## src/rtl/duft_arb_pkg.sv

```systemverilog
// Shared types and constants for the DUFT round-robin arbiter.
// Bus widths, the DUFT idle-address sentinel and the arbiter state encoding.
package duft_arb_pkg;

   localparam int unsigned ADDR_W = 32;
   localparam int unsigned DATA_W = 32;

   localparam logic [ADDR_W-1:0] DUFT_IDLE_ADDR = 32'hFFFF_FFFF;

   typedef enum logic [1:0] {
      ST_IDLE = 2'd0,
      ST_BUSY = 2'd1,
      ST_RESP = 2'd2
   } arb_state_t;

endpackage

```

## src/rtl/duft_rr_arbiter_rr_pick.sv

```systemverilog
// Combinational round-robin picker: first valid requester searching upward
// from last_grant+1, wrapping at NREQ. Returns a one-hot grant and a found flag.
module rr_pick #(
   parameter int unsigned NREQ = 4,
   parameter int unsigned GW   = (NREQ > 1) ? $clog2(NREQ) : 1
) (
   input  logic [NREQ-1:0] valid,
   input  logic [GW-1:0]   last_grant,
   output logic [NREQ-1:0] grant,
   output logic            found
);

   logic [GW-1:0] idx;

   always_comb begin
      grant = '0;
      found = 1'b0;
      idx   = '0;
      for (int unsigned k = 1; k <= NREQ; k++) begin
         idx = GW'((32'(last_grant) + k) % NREQ);
         if (!found && valid[idx]) begin
            grant[idx] = 1'b1;
            found      = 1'b1;
         end
      end
   end

endmodule

```

## src/rtl/duft_rr_arbiter.sv

```systemverilog
// Round-robin arbiter sharing one ap_ctrl_hs DUFT between NREQ requesters.
// Grants one transaction at a time, sequences ap_start/ap_done and returns a one-cycle response.
module duft_rr_arbiter
   import duft_arb_pkg::*;
#(
   parameter int unsigned NREQ    = 4,
   parameter int unsigned TIMEOUT = 16
) (
   input  logic                   clk,
   input  logic                   reset,
   input  logic [NREQ-1:0]        req_valid,
   input  logic [NREQ-1:0]        req_rd_wr,
   input  logic [NREQ*ADDR_W-1:0] req_addr,
   input  logic [NREQ*DATA_W-1:0] req_wr_data,
   output logic [NREQ-1:0]        req_ready,
   output logic [NREQ-1:0]        resp_valid,
   output logic [DATA_W-1:0]      resp_data,
   output logic                   resp_err,
   output logic                   duft_start,
   output logic                   duft_rd_wr,
   output logic [ADDR_W-1:0]      duft_addr,
   output logic [DATA_W-1:0]      duft_wr_data,
   input  logic                   duft_idle,
   input  logic                   duft_done,
   input  logic [DATA_W-1:0]      duft_return
);

   localparam int unsigned GW = (NREQ > 1) ? $clog2(NREQ) : 1;
   localparam int unsigned CW = $clog2(TIMEOUT + 1);
   localparam logic [GW-1:0] LAST_RST = GW'(NREQ - 1);
   localparam logic [CW-1:0] CNT_LAST = CW'(TIMEOUT - 1);

   arb_state_t          state, state_nxt;
   logic [GW-1:0]       last_grant;
   logic [CW-1:0]       cnt;
   logic                rd_wr_q;
   logic [ADDR_W-1:0]   addr_q;
   logic [DATA_W-1:0]   wr_data_q;
   logic [DATA_W-1:0]   resp_data_q;
   logic                err_q;

   logic [NREQ-1:0]     pick;
   logic                found;
   logic [GW-1:0]       g_idx;
   logic                accept;
   logic                timeout_hit;

   logic [ADDR_W-1:0]   addr_a  [NREQ];
   logic [DATA_W-1:0]   wdata_a [NREQ];

   for (genvar i = 0; i < NREQ; i++) begin : g_unpack
      assign addr_a[i]  = req_addr[i*ADDR_W +: ADDR_W];
      assign wdata_a[i] = req_wr_data[i*DATA_W +: DATA_W];
   end

   rr_pick #(
      .NREQ (NREQ),
      .GW   (GW)
   ) u_pick (
      .valid      (req_valid),
      .last_grant (last_grant),
      .grant      (pick),
      .found      (found)
   );

   always_comb begin
      g_idx = '0;
      for (int unsigned i = 0; i < NREQ; i++) begin
         if (pick[GW'(i)]) g_idx = GW'(i);
      end
   end

   // Reset gates the grant so no requester sees ready for a transfer that never lands.
   assign accept      = (state == ST_IDLE) && duft_idle && found && !reset;
   assign timeout_hit = !duft_done && (cnt == CNT_LAST);

   always_comb begin
      state_nxt  = state;
      req_ready  = '0;
      resp_valid = '0;
      duft_start = 1'b0;
      case (state)
         ST_IDLE: begin
            if (accept) begin
               req_ready = pick;
               state_nxt = ST_BUSY;
            end
         end
         ST_BUSY: begin
            duft_start = 1'b1;
            if (duft_done || timeout_hit) state_nxt = ST_RESP;
         end
         ST_RESP: begin
            resp_valid[last_grant] = 1'b1;
            state_nxt              = ST_IDLE;
         end
         default: state_nxt = ST_IDLE;
      endcase
   end

   always_ff @(posedge clk) begin
      if (reset) begin
         state       <= ST_IDLE;
         last_grant  <= LAST_RST;
         cnt         <= '0;
         rd_wr_q     <= 1'b0;
         addr_q      <= '0;
         wr_data_q   <= '0;
         resp_data_q <= '0;
         err_q       <= 1'b0;
      end else begin
         state <= state_nxt;
         case (state)
            ST_IDLE: begin
               if (accept) begin
                  rd_wr_q    <= req_rd_wr[g_idx];
                  addr_q     <= addr_a[g_idx];
                  wr_data_q  <= wdata_a[g_idx];
                  last_grant <= g_idx;
                  cnt        <= '0;
               end
            end
            ST_BUSY: begin
               if (duft_done) begin
                  resp_data_q <= rd_wr_q ? duft_return : '0;
                  err_q       <= 1'b0;
               end else if (timeout_hit) begin
                  resp_data_q <= '0;
                  err_q       <= 1'b1;
               end else begin
                  cnt <= cnt + CW'(1);
               end
            end
            default: ;
         endcase
      end
   end

   assign resp_data    = resp_data_q;
   assign resp_err     = err_q;
   assign duft_rd_wr   = rd_wr_q;
   assign duft_addr    = addr_q;
   assign duft_wr_data = wr_data_q;

endmodule

```

## config.mk

```make
export PLATFORM = sky130hd
export DESIGN_NAME = duft_rr_arbiter
export DESIGN_NICKNAME = d
export VERILOG_FILES = /design/src/rtl/duft_arb_pkg.sv /design/src/rtl/duft_rr_arbiter_rr_pick.sv /design/src/rtl/duft_rr_arbiter.sv
export SDC_FILE = /design/constraint.sdc
export NUM_CORES = 1
export LEC_CHECK = 0
export BUFFER_PORTS_ARGS = -buffer_cell sky130_fd_sc_hd__buf_2
export CAP_MARGIN = 15
export CORE_AREA = 2 2 160 162
export DETAILED_ROUTE_END_ITERATION = 12
export DIE_AREA = 0 0 162 164
export GPL_TIMING_DRIVEN = 0
export PLACE_DENSITY = 0.55
export RECOVER_POWER = 25
export SYNTH_ARGS = -nofsm -noshare
export SYNTH_HDL_FRONTEND = slang
export SYNTH_SLANG_ARGS = --single-unit
export TNS_END_PERCENT = 20
```

## constraint.sdc

```tcl
create_clock -name clk -period 3.93 [get_ports clk]
set_clock_uncertainty 0.15 [all_clocks]
set_input_delay 0.1965 -clock clk [delete_from_list [all_inputs] [get_ports clk]]
set_output_delay 0.1965 -clock clk [all_outputs]
set_load 0.02 [all_outputs]
```

==> impl_metrics.tcl <==
set metrics [dict create \
    critPathBufInv 6 \
    critical_path_arrival_ps 3500 \
    placementRows 58 \
    power_report.internal_total_uw 2620 \
    drt-total-wl_um 29100 \
    ys_dominant_reg_cell "sky130_fd_sc_hd__dfxtp_1" \
    cts_tree "done" \
    number_of_enable_flip_flop_cells_after_synthesis 0 \
    setup.worst_path.start_class "flip-flop" \
    final_min_period_over_clock_period_pct 97.8 \
    worst_ir_drop_vdd_mv 0.175 \
    synth.distinct_cells 51 \
    hold_class "primary input to flip-flop" \
    synth.avg_cell_area_um2 8.84 \
    starting_density_pct 24.2 \
    viasPerCell 4.90 \
    crit_path_end_kind "primary output" \
    cell_area_synth_um2 6010 \
    outcome "finished, final reports clean" \
    grt_start_max_net_pins 21 \
    worst_ep_required_time_ps 3580 \
    fillCellCount 2614 \
    core_region_area_um2 24800 \
    max_cap_violations 0 \
    synthArstFlopShare_pct 0 \
    worst_skew_pair.late_latency_ps 350 \
    yosys_warnings 0 \
    count_of_nets_after_finishing 1497 \
    cp_common_cell "sky130_fd_sc_hd__buf_2" \
    grt_antenna_before_repair 1 \
    critical_path_start "last_grant[0]" \
    delay_of_the_slowest_critical_path_stage_ps 390 \
    path_max_fanout 10 \
    place_inst 1415 \
    antenna_violating_nets_post_route 0 \
    worst_path_dominant_cell_family "buffers and inverters" \
    total_power_uw 4720 \
    r2r.worst_path.cells 13 \
    grt_usage_pct 20.8 \
    cts.root.buffer_cell "sky130_fd_sc_hd__clkbuf_16" \
    rsz_0062_raised_after_global_routing "yes" \
    final_max_slew_viol_count 0 \
    seq_area_um2 2140 \
    via_count_of_the_first_global_routing_pass 7290 \
    setup.reg_to_reg.worst_slack_ps 170 \
    finalWeightedCongestion 0.865 \
    synth_top_cell_by_area "sky130_fd_sc_hd__dfxtp_1" \
    flow.area_growth_from_synthesis_pct 60.5 \
    p_sw_uw 2100 \
    dieWidth_um 162 \
    critical_path_cell_list "buf_6, buf_2, inv_1, ha_4, mux4_2, a31o_1, a221o_1, a22oi_2, clkbuf_8, buf_4, nor2_1, buf_2" \
    drt_first_iter_violations 366 \
    tritoncts.num_buffers 9 \
    clock_tree.buffer_depth 2 \
    synth_sequential_area_ratio_pct 35.6 \
    cts.reportedPaths.clkPinSlew_ps 80 \
    r2r-start "last_grant[0]" \
    synthTopCellsByArea "sky130_fd_sc_hd__dfxtp_1, sky130_fd_sc_hd__o221ai_2, sky130_fd_sc_hd__o2bb2ai_1" \
    floorplan.die.height_um 164 \
    grt-ovfl-total 0 \
    routed-via-count 7470 \
    worst_r2r_endpoint "duft_addr[6]" \
    wl_per_cell_um 19.1 \
    synth.most_common_cell "sky130_fd_sc_hd__nor2_1" \
    finish.utilization_pct 38.9 \
    power_leakage_uw 0.00417 \
    drc 0 \
    sequential_power_share_pct 29.7 \
    power_density_nw_per_um2 490 \
    multi_input_comb_area_um2 3500 \
    timing.fmax_ghz 0.260 \
    fin_crit_ps 3840 \
    io_pins 407 \
    cts_htree_levels 3 \
    timing_hold_violations_final 0 \
    crit_path_end "req_ready[3]" \
    worst_pin_slew_ps 1130 \
    finalNonFillerCells 1523 \
    crit_slowest_cell "sky130_fd_sc_hd__dfxtp_2" \
    synth.top_cell.area_share_pct 35.6 \
    layout-drive-gt1-share_pct 40.1 \
    port-buffer-count 405 \
    power.share.combinational_pct 50.4 \
    detailed_place_hpwl_um 21900 \
    yosys_register_bits 107 \
    netSwitchingFraction_pct 44.5 \
    synthTopCellsByCount "sky130_fd_sc_hd__nor2_1, sky130_fd_sc_hd__dfxtp_1, sky130_fd_sc_hd__nand2_1" \
    critPathKind "flip-flop to primary output" \
    grt_first_pass_wirelength_um 42000 \
    part_of_the_total_power_dissipated_in_the_clock_network_pct 19.9 \
    fp.dieArea_um2 26600 \
    worst_slew_margin_rel_pct 24.4 \
    postSynthNetCount 990 \
    drt_first_pass_iters 5 \
    setup-violations-final 0 \
    cp_num_cells 12 \
    tritoncts_num_sinks 107 \
    syn_inst 680 \
]
## area by class of cell
cell class,count,share of cell area [%]
multi-input combinational,497,36.2
clock inverter,7,0.752
timing repair buffer,496,29.7
clock buffer,9,2.33
tap,330,4.28
sequential,107,22.2
buffer,71,4.30
antenna,1,0.0259
inverter,5,0.194
## flip-flops by register name (all words and copies together) (netlist names)
signal and flops:
duft_rd_wr 1, last_grant 2, state 2, resp_data 32, resp_err 1, duft_addr 32
cnt 5, duft_wr_data 32
## worst reg2reg max path, delay by kind of cell (launching register included)
kind	cells	cell delay (ps)
DFF	1	390
muxes	1	370
buffers and inverters	5	1070
AOI/OAI and AO/OA	6	1390
adders and majority gates	1	330
## timing repair
item / 4_1_cts / 5_1_grt
pin swaps: 2 / 2
endpoints found under the hold margin: 71 / 0
setup endpoints to repair: 61 / 64
hold buffers: 87 / 0
buffers inserted: 3 / 1
resized for setup: 12 / 9
## cell families (layout without fill, tap and decap cells)
group                      after synthesis  in the layout  share of synthesized area [%]
buffers and inverters                   76            588                           6.78
and+or+nand+nor                        221            221                           15.3
adders and majority gates               10             10                           2.08
AOI/OAI and AO/OA                      258            258                           38.7
other                                    0              1                              0
xor gates and xnor gates                 2              2                          0.291
muxes                                    6              6                           1.25
DFF                                    107            107                           35.6
## worst min path at each step
stage          slack [ps]           from             to  depth (start not counted)
2_1_floorplan         140      duft_done       resp_err                          1
3_3_place_gp          270      duft_done       resp_err                          2
3_5_place_dp          280      duft_done       resp_err                          2
4_1_cts              0.08  req_addr[105]   duft_addr[9]                          3
5_1_grt                 5   req_addr[10]  duft_addr[10]                          3
6_report               20   req_addr[47]  duft_addr[15]                          3
## per-stage QoR
stage	setup WS [ps]	hold slack [ps]	instance area [um^2]	TNS, ps
finish	88.1	16.0	9650	0
CTS	14.4	0.0795	9680	0
global route	-36.4	5.02	9650	-45.9
detailed placement	-405	275	8450	-8560
global placement	-468	274	8450	-12250
floorplan	681	143	6010	0
## power by group through the flow
stage	combinational, uW	clock, uW	sequential, uW
global route	2560	1020	1430
CTS	2400	979	1400
floorplan	1200	0	1640
finish	2380	942	1400
detailed placement	2280	0	1420
global placement	2270	0	1420
## cell usage in the layout, fill, tap and decap left out, types with 10 or more instances in the layout
| cell | synthesis | routed |
|---|---|---|
| sky130_fd_sc_hd__buf_2 | 26 | 376 |
| sky130_fd_sc_hd__nor2_1 | 111 | 111 |
| sky130_fd_sc_hd__dfxtp_1 | 107 | 106 |
| sky130_fd_sc_hd__dlygate4sd3_1 | 0 | 87 |
| sky130_fd_sc_hd__clkbuf_1 | 31 | 78 |
| sky130_fd_sc_hd__nand2_1 | 74 | 74 |
| sky130_fd_sc_hd__o22ai_1 | 68 | 68 |
| sky130_fd_sc_hd__o2bb2ai_1 | 63 | 63 |
| sky130_fd_sc_hd__o221ai_2 | 50 | 50 |
| sky130_fd_sc_hd__a22oi_1 | 32 | 32 |
| sky130_fd_sc_hd__o221ai_1 | 13 | 13 |
| sky130_fd_sc_hd__buf_6 | 10 | 11 |
| sky130_fd_sc_hd__buf_4 | 4 | 10 |
## metal layers
| layer | wire (um) | vias up | track usage (%) | part of all wire [%] |
|---|---|---|---|---|
| li1 | - | 3626 | - | - |
| met1 | 12300 | 3498 | 25.2 | 42 |
| met2 | 14300 | 312 | 37.1 | 49 |
| met3 | 1700 | 34 | 3.54 | 5.8 |
| met4 | 786 | 0 | 7.24 | 2.7 |
| met5 | 0 | - | 0 | 0 |
Note: power is estimated with default switching activity, not from simulation.
